`src/rtl/secure_serdes_encryptor.sv`:
```
// Serial 2-bit-per-cycle plaintext/key loader with byte cipher and sticky done.
// Optional serial cipher output is enabled by defining SERIAL_TX_EN.
module secure_serdes_encryptor (
  input  logic       clk,
  input  logic       rst_n,
  input  logic       ena,
  input  logic [7:0] ui_in,
  output logic [7:0] uo_out,
  input  logic [7:0] uio_in,
  output logic [7:0] uio_out,
  output logic [7:0] uio_oe
);

  typedef enum logic [1:0] {
    S_IDLE,
    S_SHIFT,
    S_ENC,
    S_DONE
  } state_e;

  state_e     state_q, state_d;
  logic [7:0] a_q, a_d;
  logic [7:0] b_q, b_d;
  logic [2:0] cnt_q, cnt_d;
  logic [7:0] out_q, out_d;
  logic       done_q, done_d;
  logic       busy_q, busy_d;
  logic       ser_bit;

  logic       start;
  logic [7:0] x_w;
  logic [15:0] rot_w;
  logic [7:0] cipher;

  assign start = ui_in[0];

  // Rotate via a doubled copy; upper byte is the left rotation.
  always_comb begin
    x_w    = a_q ^ b_q;
    rot_w  = {x_w, x_w} << b_q[2:0];
    cipher = rot_w[15:8] + b_q;
  end

  always_comb begin
    state_d = state_q;
    a_d     = a_q;
    b_d     = b_q;
    cnt_d   = cnt_q;
    out_d   = out_q;
    done_d  = done_q;
    busy_d  = busy_q;
    if (ena) begin
      case (state_q)
        S_IDLE, S_DONE: begin
          if (start) begin
            state_d = S_SHIFT;
            cnt_d   = 3'd0;
            busy_d  = 1'b1;
            done_d  = 1'b0;
          end
        end
        S_SHIFT: begin
          a_d   = {a_q[6:0], ui_in[1]};
          b_d   = {b_q[6:0], ui_in[2]};
          cnt_d = cnt_q + 3'd1;
          if (cnt_q == 3'd7) state_d = S_ENC;
        end
        S_ENC: begin
          out_d   = cipher;
          done_d  = 1'b1;
          busy_d  = 1'b0;
          state_d = S_DONE;
        end
        default: state_d = S_IDLE;
      endcase
    end
  end

  always_ff @(posedge clk) begin
    if (!rst_n) begin
      state_q <= S_IDLE;
      a_q     <= 8'h00;
      b_q     <= 8'h00;
      cnt_q   <= 3'd0;
      out_q   <= 8'h00;
      done_q  <= 1'b0;
      busy_q  <= 1'b0;
    end else begin
      state_q <= state_d;
      a_q     <= a_d;
      b_q     <= b_d;
      cnt_q   <= cnt_d;
      out_q   <= out_d;
      done_q  <= done_d;
      busy_q  <= busy_d;
    end
  end

`ifdef SERIAL_TX_EN
  logic [7:0] tx_q, tx_d;
  logic [3:0] txn_q, txn_d;
  logic       ser_q, ser_d;

  always_comb begin
    tx_d  = tx_q;
    txn_d = txn_q;
    ser_d = ser_q;
    if (ena) begin
      ser_d = 1'b0;
      case (state_q)
        S_ENC: begin
          tx_d  = cipher;
          txn_d = 4'd8;
        end
        S_DONE: begin
          if (start) begin
            txn_d = 4'd0;
          end else if (txn_q != 4'd0) begin
            ser_d = tx_q[7];
            tx_d  = {tx_q[6:0], 1'b0};
            txn_d = txn_q - 4'd1;
          end
        end
        default: txn_d = 4'd0;
      endcase
    end
  end

  always_ff @(posedge clk) begin
    if (!rst_n) begin
      tx_q  <= 8'h00;
      txn_q <= 4'd0;
      ser_q <= 1'b0;
    end else begin
      tx_q  <= tx_d;
      txn_q <= txn_d;
      ser_q <= ser_d;
    end
  end

  assign ser_bit = ser_q;
  assign uio_oe  = 8'b0000_0111;
`else
  assign ser_bit = 1'b0;
  assign uio_oe  = 8'b0000_0101;
`endif

  assign uo_out  = out_q;
  assign uio_out = {5'b00000, busy_q, ser_bit, done_q};

  logic unused_ok;
  assign unused_ok = &{1'b0, uio_in, ui_in[7:3]};

endmodule

```
`config.mk`:
```
export PLATFORM = sky130hd
export DESIGN_NAME = secure_serdes_encryptor
export DESIGN_NICKNAME = d
export VERILOG_FILES = /design/src/rtl/secure_serdes_encryptor.sv
export SDC_FILE = /design/constraint.sdc
export NUM_CORES = 1
export LEC_CHECK = 0
export CORE_ASPECT_RATIO = 0.8
export CORE_MARGIN = 10
export CORE_UTILIZATION = 45
export DETAILED_ROUTE_END_ITERATION = 12
export PLACE_DENSITY = 0.73
export SYNTH_ARGS = -nofsm -noshare
export SYNTH_HDL_FRONTEND = slang
export SYNTH_SLANG_ARGS = --single-unit
```
`constraint.sdc`:
```
create_clock -name clk -period 3.39 [get_ports clk]
set_input_delay 0.339 -clock clk [delete_from_list [all_inputs] [get_ports clk]]
set_output_delay 0.339 -clock clk [all_outputs]
set_load 0.1 [all_outputs]
```
== After elaboration in Yosys (flattened, before gate mapping) ==
Index checks and enable logic that the tools add are counted.
Word-level totals
  output and inout port bits: 24
  register bits after elaboration: 31
  input port bits: 19
Cells by class
  eq/ne operators: 6
  bitwise gates (word level): 1
  shifts and indexed selects: 1
  mux-type cells: 9
  reductions and logical operators: 9
  add/subtract/negate cells: 2
Operator list (number)
  $shl A16 B3 Y16: 1
  $reduce_and A3 Y1: 3
  $add A8 B8 Y8: 1
  $xor A8 B8 Y8: 1
  $pmux W2 S3: 1
  $pmux W3 S2: 1
  $eq A2 B2 Y1 const B: 2
  $mux W2: 2
  $ne A2 B2 Y1 const B: 2
  $pmux W1 S2: 2
  $reduce_and A2 Y1: 2
  $reduce_bool A2 Y1: 2
  $add A3 B1 Y3 const B: 1
  $eq A3 B3 Y1 const B: 1
  $mux W3: 1
  $eq A2 B1 Y1 const B: 1
  $logic_not A2 Y1: 1
  $mux W1: 2
  $reduce_or A2 Y1: 1

== Logic depth before layout (Yosys ltp) ==
  depth after elaboration: 4
  gate-level depth with buffers: 13

== Worst setup path after synthesis ==
Ideal clock, no wire load.
  kind: flip-flop to flip-flop
  start point: reg b_q[1]
  end point: reg out_q[7], in the netlist uo_out[7]
  slack: 0.791 ns
  cell stages (with the launch flop): 11
  period minus slack after synthesis: 2.599 ns
  buffers on the path: 1
  arrival: 2.468 ns
  cells stage by stage: dfxtp_1 > buf_2 > mux4_1 > mux2i_1 > ha_1 > a21o_1 > a21o_1 > a21oi_1 > o211ai_1 > xnor2_1 > a21oi_1
Between the ends
  word-level cells in the longest chain between the ends: 3
RTL lines
  start: declaration: line 23  | logic [7:0] b_q, b_d;
  start signal: assignment: line 83  | b_q <= 8'h00;
  start signal: assignment: line 91  | b_q <= b_d;
  $xor A8 B8 Y8: line 39  | x_w = a_q ^ b_q;
  $shl A16 B3 Y16: line 40  | rot_w = {x_w, x_w} << b_q[2:0];
  $add A8 B8 Y8 *: line 41  | cipher = rot_w[15:8] + b_q;
  end signal: assignment: line 93  | out_q <= out_d;
  end: declaration: line 25  | logic [7:0] out_q, out_d;
Mark *: on every way between the ends. The rest lies on a longest branch, timed or not.
A chain may end at the register's enable or synchronous reset.

== Worst setup path after layout ==
  start point: reg b_q[0]
  end point: reg out_q[7], in the netlist uo_out[7]
Same word-level chain as after synthesis.

==> impl_metrics.yaml <==
status:
  status: "completed"
layout:
  fin_nets: 288
  layout_common_cells: "49 x nand2_1, 31 x dfxtp_1, 17 x a21boi_0"
  area_growth_syn_to_layout_pct: 10.3
  diodes: 0
  layout-drive-gt1-share: 0.0620
  final_common_cell: "nand2_1"
grt:
  gr-total-overflow: 0
  grt_max_degree: 22
  grt_antenna_before_repair: 0
  track_usage: 0.112
  grt_pass1_vias: 1457
  grt_first_pass_wirelength_um: 6890
floorplanning:
  ios: 43
  core_mm2: 0.00431
  die_area_mm2: 0.00771
  num_rows: 21
  start_util: 0.479
  die_h_um: 80.5
  die_w_um: 95.7
power:
  p_comb_frac: 0.190
  internal_power_mw: 0.544
  swShare: 0.337
  power_switching_mw: 0.277
  p_leak_nw: 0.861
  power_frac_clock: 0.352
  fin_total_pwr_mw: 0.821
  p_per_area_mw_per_mm2: 361
  ir_drop_v: 0.000238
  seqPwrFrac: 0.458
sta:
  relSlewSlack: 0.345
  tightest_slew_ns: 0.980
  slew_viol_final: 0
  final.period_utilization: 0.800
  rsz0062_at_grt: "no"
  fin_worst_skew_ns: 0.00500
  fin_crit_ns: 2.71
  tns_ns: 0
  setup_viol: 0
  fmax_mhz: 369
  finalHoldViolCount: 0
logic_synthesis:
  synthCells: 247
  synth_seq_area_share: 0.301
  synth_xor_area_frac: 0.0552
  ys_ff_latch: 31
  synth_top_family_by_area: "compound AO/OA/AOI/OAI gates"
  syn_area_mm2: 0.00206
  synth_simple_gate_area_frac: 0.170
  synthAdderAreaFrac: 0.0765
  avgSynthCellArea_um2: 8.35
  synth_mux_area_frac: 0.104
  synth-compound-area-share: 0.193
  synth.distinct_cells: 38
  ys_warn_count: 0
worst_hold_path:
  hold_class: "reg -> reg"
  min-delay-start: "uo_out[1]$_SDFFE_PN0P_"
  hold_path_end: "uo_out[1]$_SDFFE_PN0P_"
  hold_depth: 2
clock_network:
  cts_resized: 0
  clk_latency_ns: 0.29
  clk_path_buf_depth: 2
  cts_made_buffers: 5
  htreeDepth: 2
  postCtsSetupBuffers: 0
  clkTransAtPathRegs_ns: 0.07
  clockRootBuffer: "clkbuf_8"
  clock_sinks: 31
  ctsHoldBuffers: 0
  cts_tree: "done"
setup_path:
  path_class: "reg -> reg"
  required_ns: 3.55
  r2r_setup_slack_ns: 0.68
  reg2reg_from: "b_q[0]$_SDFFE_PN0P_"
  worstSetupStartpointType: "flip-flop"
  r2r_end: "uo_out[7]$_SDFFE_PN0P_"
  ff2ff_path_depth: 10
  cp.arrival_ns: 2.88
  critical_path.endpoint_type: "flip-flop"
  crit_fanout: 9
routing:
  first_pass_iters: 6
  routed_wl_um: 4210
  viasPerCell: 5.17
  initialDrtViolationCount: 93
  drc: 0
  drt.antenna.violating_nets: 0
  wl_per_cell_um: 13.4
  route.vias.total: 1628
run:
  maxCapViolCount: 0
placed_design:
  io_buffers: 15
  hpwl_um: 3220
  gp_congestion: 0.861
==> synth_stat cells <==
library cell	instances	area (um^2)
mux2_2	1	11.3
nor2b_1	4	25.0
and4_1	1	8.76
nand3_1	8	40.0
buf_2	4	20.0
a32oi_1	3	26.3
a21boi_1	2	15.0
ha_1	11	138
a21oi_1	13	65.1
a22oi_1	2	15.0
and2_1	7	43.8
nand2b_1	1	6.26
o21ai_1	4	20.0
a21boi_0	17	128
a31oi_1	2	12.5
nor4b_1	1	8.76
nand4b_1	1	8.76
clkbuf_1	8	30.0
clkinv_1	1	3.75
mux2i_1	6	60.1
and3_1	1	6.26
inv_1	7	26.3
nor2_1	5	18.8
o22ai_1	1	6.26
o211ai_1	2	15.0
mux4_1	2	52.6
a41oi_1	1	8.76
fa_1	1	20.0
a21o_1	3	22.5
dfxtp_1	31	621
a211o_1	1	8.76
nand2_1	49	184
mux4_2	4	90.1
buf_4	16	120
conb_1	2	7.51
xor2_1	4	35.0
o21ai_0	11	55.1
xnor2_1	9	78.8
==> worst max-delay path by stage <==
stage          cells after the start  slack (ns)                start                     end
6_report                          10        0.68  b_q[0]$_SDFFE_PN0P_  uo_out[7]$_SDFFE_PN0P_
5_1_grt                           12        0.48  b_q[0]$_SDFFE_PN0P_  uo_out[7]$_SDFFE_PN0P_
4_1_cts                           10        0.68  b_q[0]$_SDFFE_PN0P_  uo_out[7]$_SDFFE_PN0P_
3_5_place_dp                      10        0.70  b_q[0]$_SDFFE_PN0P_  uo_out[7]$_SDFFE_PN0P_
3_3_place_gp                      10        0.75  b_q[0]$_SDFFE_PN0P_  uo_out[7]$_SDFFE_PN0P_
2_1_floorplan                     10        0.79  b_q[1]$_SDFFE_PN0P_  uo_out[7]$_SDFFE_PN0P_
==> state kept, by name, indices dropped and copies added (netlist names) <==
register / count
uo_out: 8
cnt_q: 3
busy_q: 1
a_q: 8
b_q: 8
done_q: 1
state_q: 2
==> power groups by stage <==
stage	Clock [mW]	Combinational (mW)	Sequential [mW]
after floorplan	0	0.143	0.389
after global placement	0	0.155	0.384
after detailed placement	0	0.155	0.385
after CTS	0.298	0.155	0.376
after global routing	0.314	0.166	0.377
final	0.289	0.156	0.376
==> worst max-delay path, stage by stage (launching register included) <==
cell	delay, ns
dfxtp_1	0.44
buf_4	0.23
mux4_2	0.53
mux2i_1	0.16
ha_1	0.32
a21o_1	0.22
a21o_1	0.17
a21oi_1	0.16
o211ai_1	0.12
xnor2_1	0.15
a21oi_1	0.08
==> cell type report <==
type	count	area (um^2)
Tap cell	57	71.3
Clock buffer	6	72.6
Fill cell	423	2040
Timing Repair Buffer	19	180
Sequential cell	31	621
Multi-Input combinational cell	192	1290
Clock inverter	2	12.5
Inverter	8	30.0
==> metal layers <==
| metal | track usage | vias up | share of wire |
|---|---|---|---|
| met4 | 0.0647 | 0 | 0.022 |
| li1 | - | 842 | - |
| met2 | 0.151 | 30 | 0.41 |
| met1 | 0.155 | 746 | 0.52 |
| met3 | 0.0270 | 10 | 0.046 |
| met5 | 0 | - | 0 |
==> per-stage QoR <==
stage / setup WS [ns] / util / hold WS [ns] / instance area, um^2 / std cells
global route: 0.484 / 0.528 / 0.498 / 2270 / 315
detailed placement: 0.701 / 0.508 / 0.461 / 2190 / 307
CTS: 0.680 / 0.528 / 0.471 / 2270 / 315
floorplan: 0.791 / - / 0.462 / 2110 / 259
finish: 0.678 / 0.528 / 0.465 / 2270 / 315
global placement: 0.751 / 0.508 / 0.446 / 2190 / 307
==> kinds of logic (layout without fill, tap and decap cells) <==
family          after synthesis  count (layout)
xor+xnor                     13              13
fa+ha+maj                    12              12
compound gates               62              62
simple gates                 78              78
buf+inv                      36              35
other cells                   2              14
flops                        31              31
mux                          13              13
Note: power is estimated with default switching activity, not from simulation.
==> RTL change: new RTL, config.mk and constraints unchanged <==
Encoding of `state_e`: now one-hot (4 bits for 4 states).
--- a/src/rtl/secure_serdes_encryptor.sv
+++ b/src/rtl/secure_serdes_encryptor.sv
@@ -11,11 +11,11 @@
   output logic [7:0] uio_oe
 );
 
-  typedef enum logic [1:0] {
-    S_IDLE,
-    S_SHIFT,
-    S_ENC,
-    S_DONE
+  typedef enum logic [3:0] {
+    S_IDLE  = 4'b0001,
+    S_SHIFT = 4'b0010,
+    S_ENC   = 4'b0100,
+    S_DONE  = 4'b1000
   } state_e;
 
   state_e     state_q, state_d;
Behaviour: same outputs for any inputs over 10 cycles, from zero or initial values and one cycle with rst_n low; not proved beyond that.
==> RTL change against the unedited design <==
- clock skew is 0.0031 ns higher
- core utilization is 1.1 points lower
- global-route usage is 0.23 points lower
- synthesized cell count is 6.5% higher
- sequential power is 6.6% higher
- power is 13% higher
- sequential cell count is 2 higher
- count of clock-buffer cells in the layout stayed put
- setup slack worse by 0.29 ns
- area after synthesis is 5.1% higher
- design area is 5.1% higher
- wire length is 0.57% higher
- combinational power is 15% lower
==> RTL change: results (changes against the unedited design) <==
[global_routing]
grt_usage_pct=10.95  ; -0.23 points
grt_start_max_net_pins=35  ; +59%
gr-usage-met3_pct=2.936  ; +0.24 points
grtUsageMet2_pct=18.34  ; +3.2 points
grtUsageMet1_pct=13.28  ; -2.2 points

[place]
gp_congestion=0.8462  ; -1.7%

[route]
dr.first_iter.drc_count=106  ; +14%
wl_met1_um=2072  ; -5.2%
dr_wl_met2_um=1935  ; +11%
dr.pass1.iters=5  ; -1

[critical_path]
cp.arrival_ns=3.17  ; +0.29 ns
ff2ff_path_depth=12  ; +2
path_max_fanout=13  ; +4
critPathLaunch=b_q[1]
max_stage_delay_ns=0.63  ; +0.10 ns

[final_layout]
clkCellAreaFrac_pct=5.026  ; +1.3 points
num-fill-cells=466  ; +10%
multi_input_comb_cells=203  ; +5.7%
signal_buffers=17  ; -2
fin_util_pct=51.68  ; -1.1 points
nNonClkInverters=7  ; -1

[synth]
ys_ff_latch=33  ; +6.5%
synth_area_leaders=dfxtp_1, nand2_1, a21boi_0, ha_1, buf_4
synth_fa_ha_area_share_pct=6.697  ; -0.95 points
synth_cells=263  ; +6.5%
synthMuxAreaShare_pct=10.45  ; +0.074 points

[status]
status=finished clean

[timing]
slew_headroom_pct=33.68  ; -0.79 points
holdWs_ns=0.4694  ; +0.004185 ns

[floorplanning]
die_area_um2=8009  ; +3.9%

[power_and_ir_drop]
power.leakage_nw=0.8892  ; +3.3%

-- RTL change: power groups by stage --
| stage | Combinational, W | Clock (W) | Sequential [W] |
|---|---|---|---|
| 3_3_place_gp | 0.000132 | 0 | 0.000409 |
| 6_report | 0.000133 | 0.000393 | 0.000401 |
| 3_5_place_dp | 0.000132 | 0 | 0.000410 |
| 5_1_grt | 0.000140 | 0.000414 | 0.000402 |
| 2_1_floorplan | 0.000136 | 0 | 0.000402 |
| 4_1_cts | 0.000132 | 0.000401 | 0.000401 |
-- RTL change: what timing repair did --
| item | in CTS | in global routing |
|---|---|---|
| gates resized for setup | 0 | 1 |
| setup endpoints to repair | 0 | 1 |
| hold endpoints to repair | 0 | 0 |
-- RTL change: how the worst min path moves through the flow --
stage | start | end
2_1_floorplan | done_q | done_q
4_1_cts | uo_out[2] | uo_out[2]
3_5_place_dp | uo_out[2] | uo_out[2]
5_1_grt | uo_out[6] | uo_out[6]
3_3_place_gp | uo_out[2] | uo_out[2]
6_report | uo_out[2] | uo_out[2]
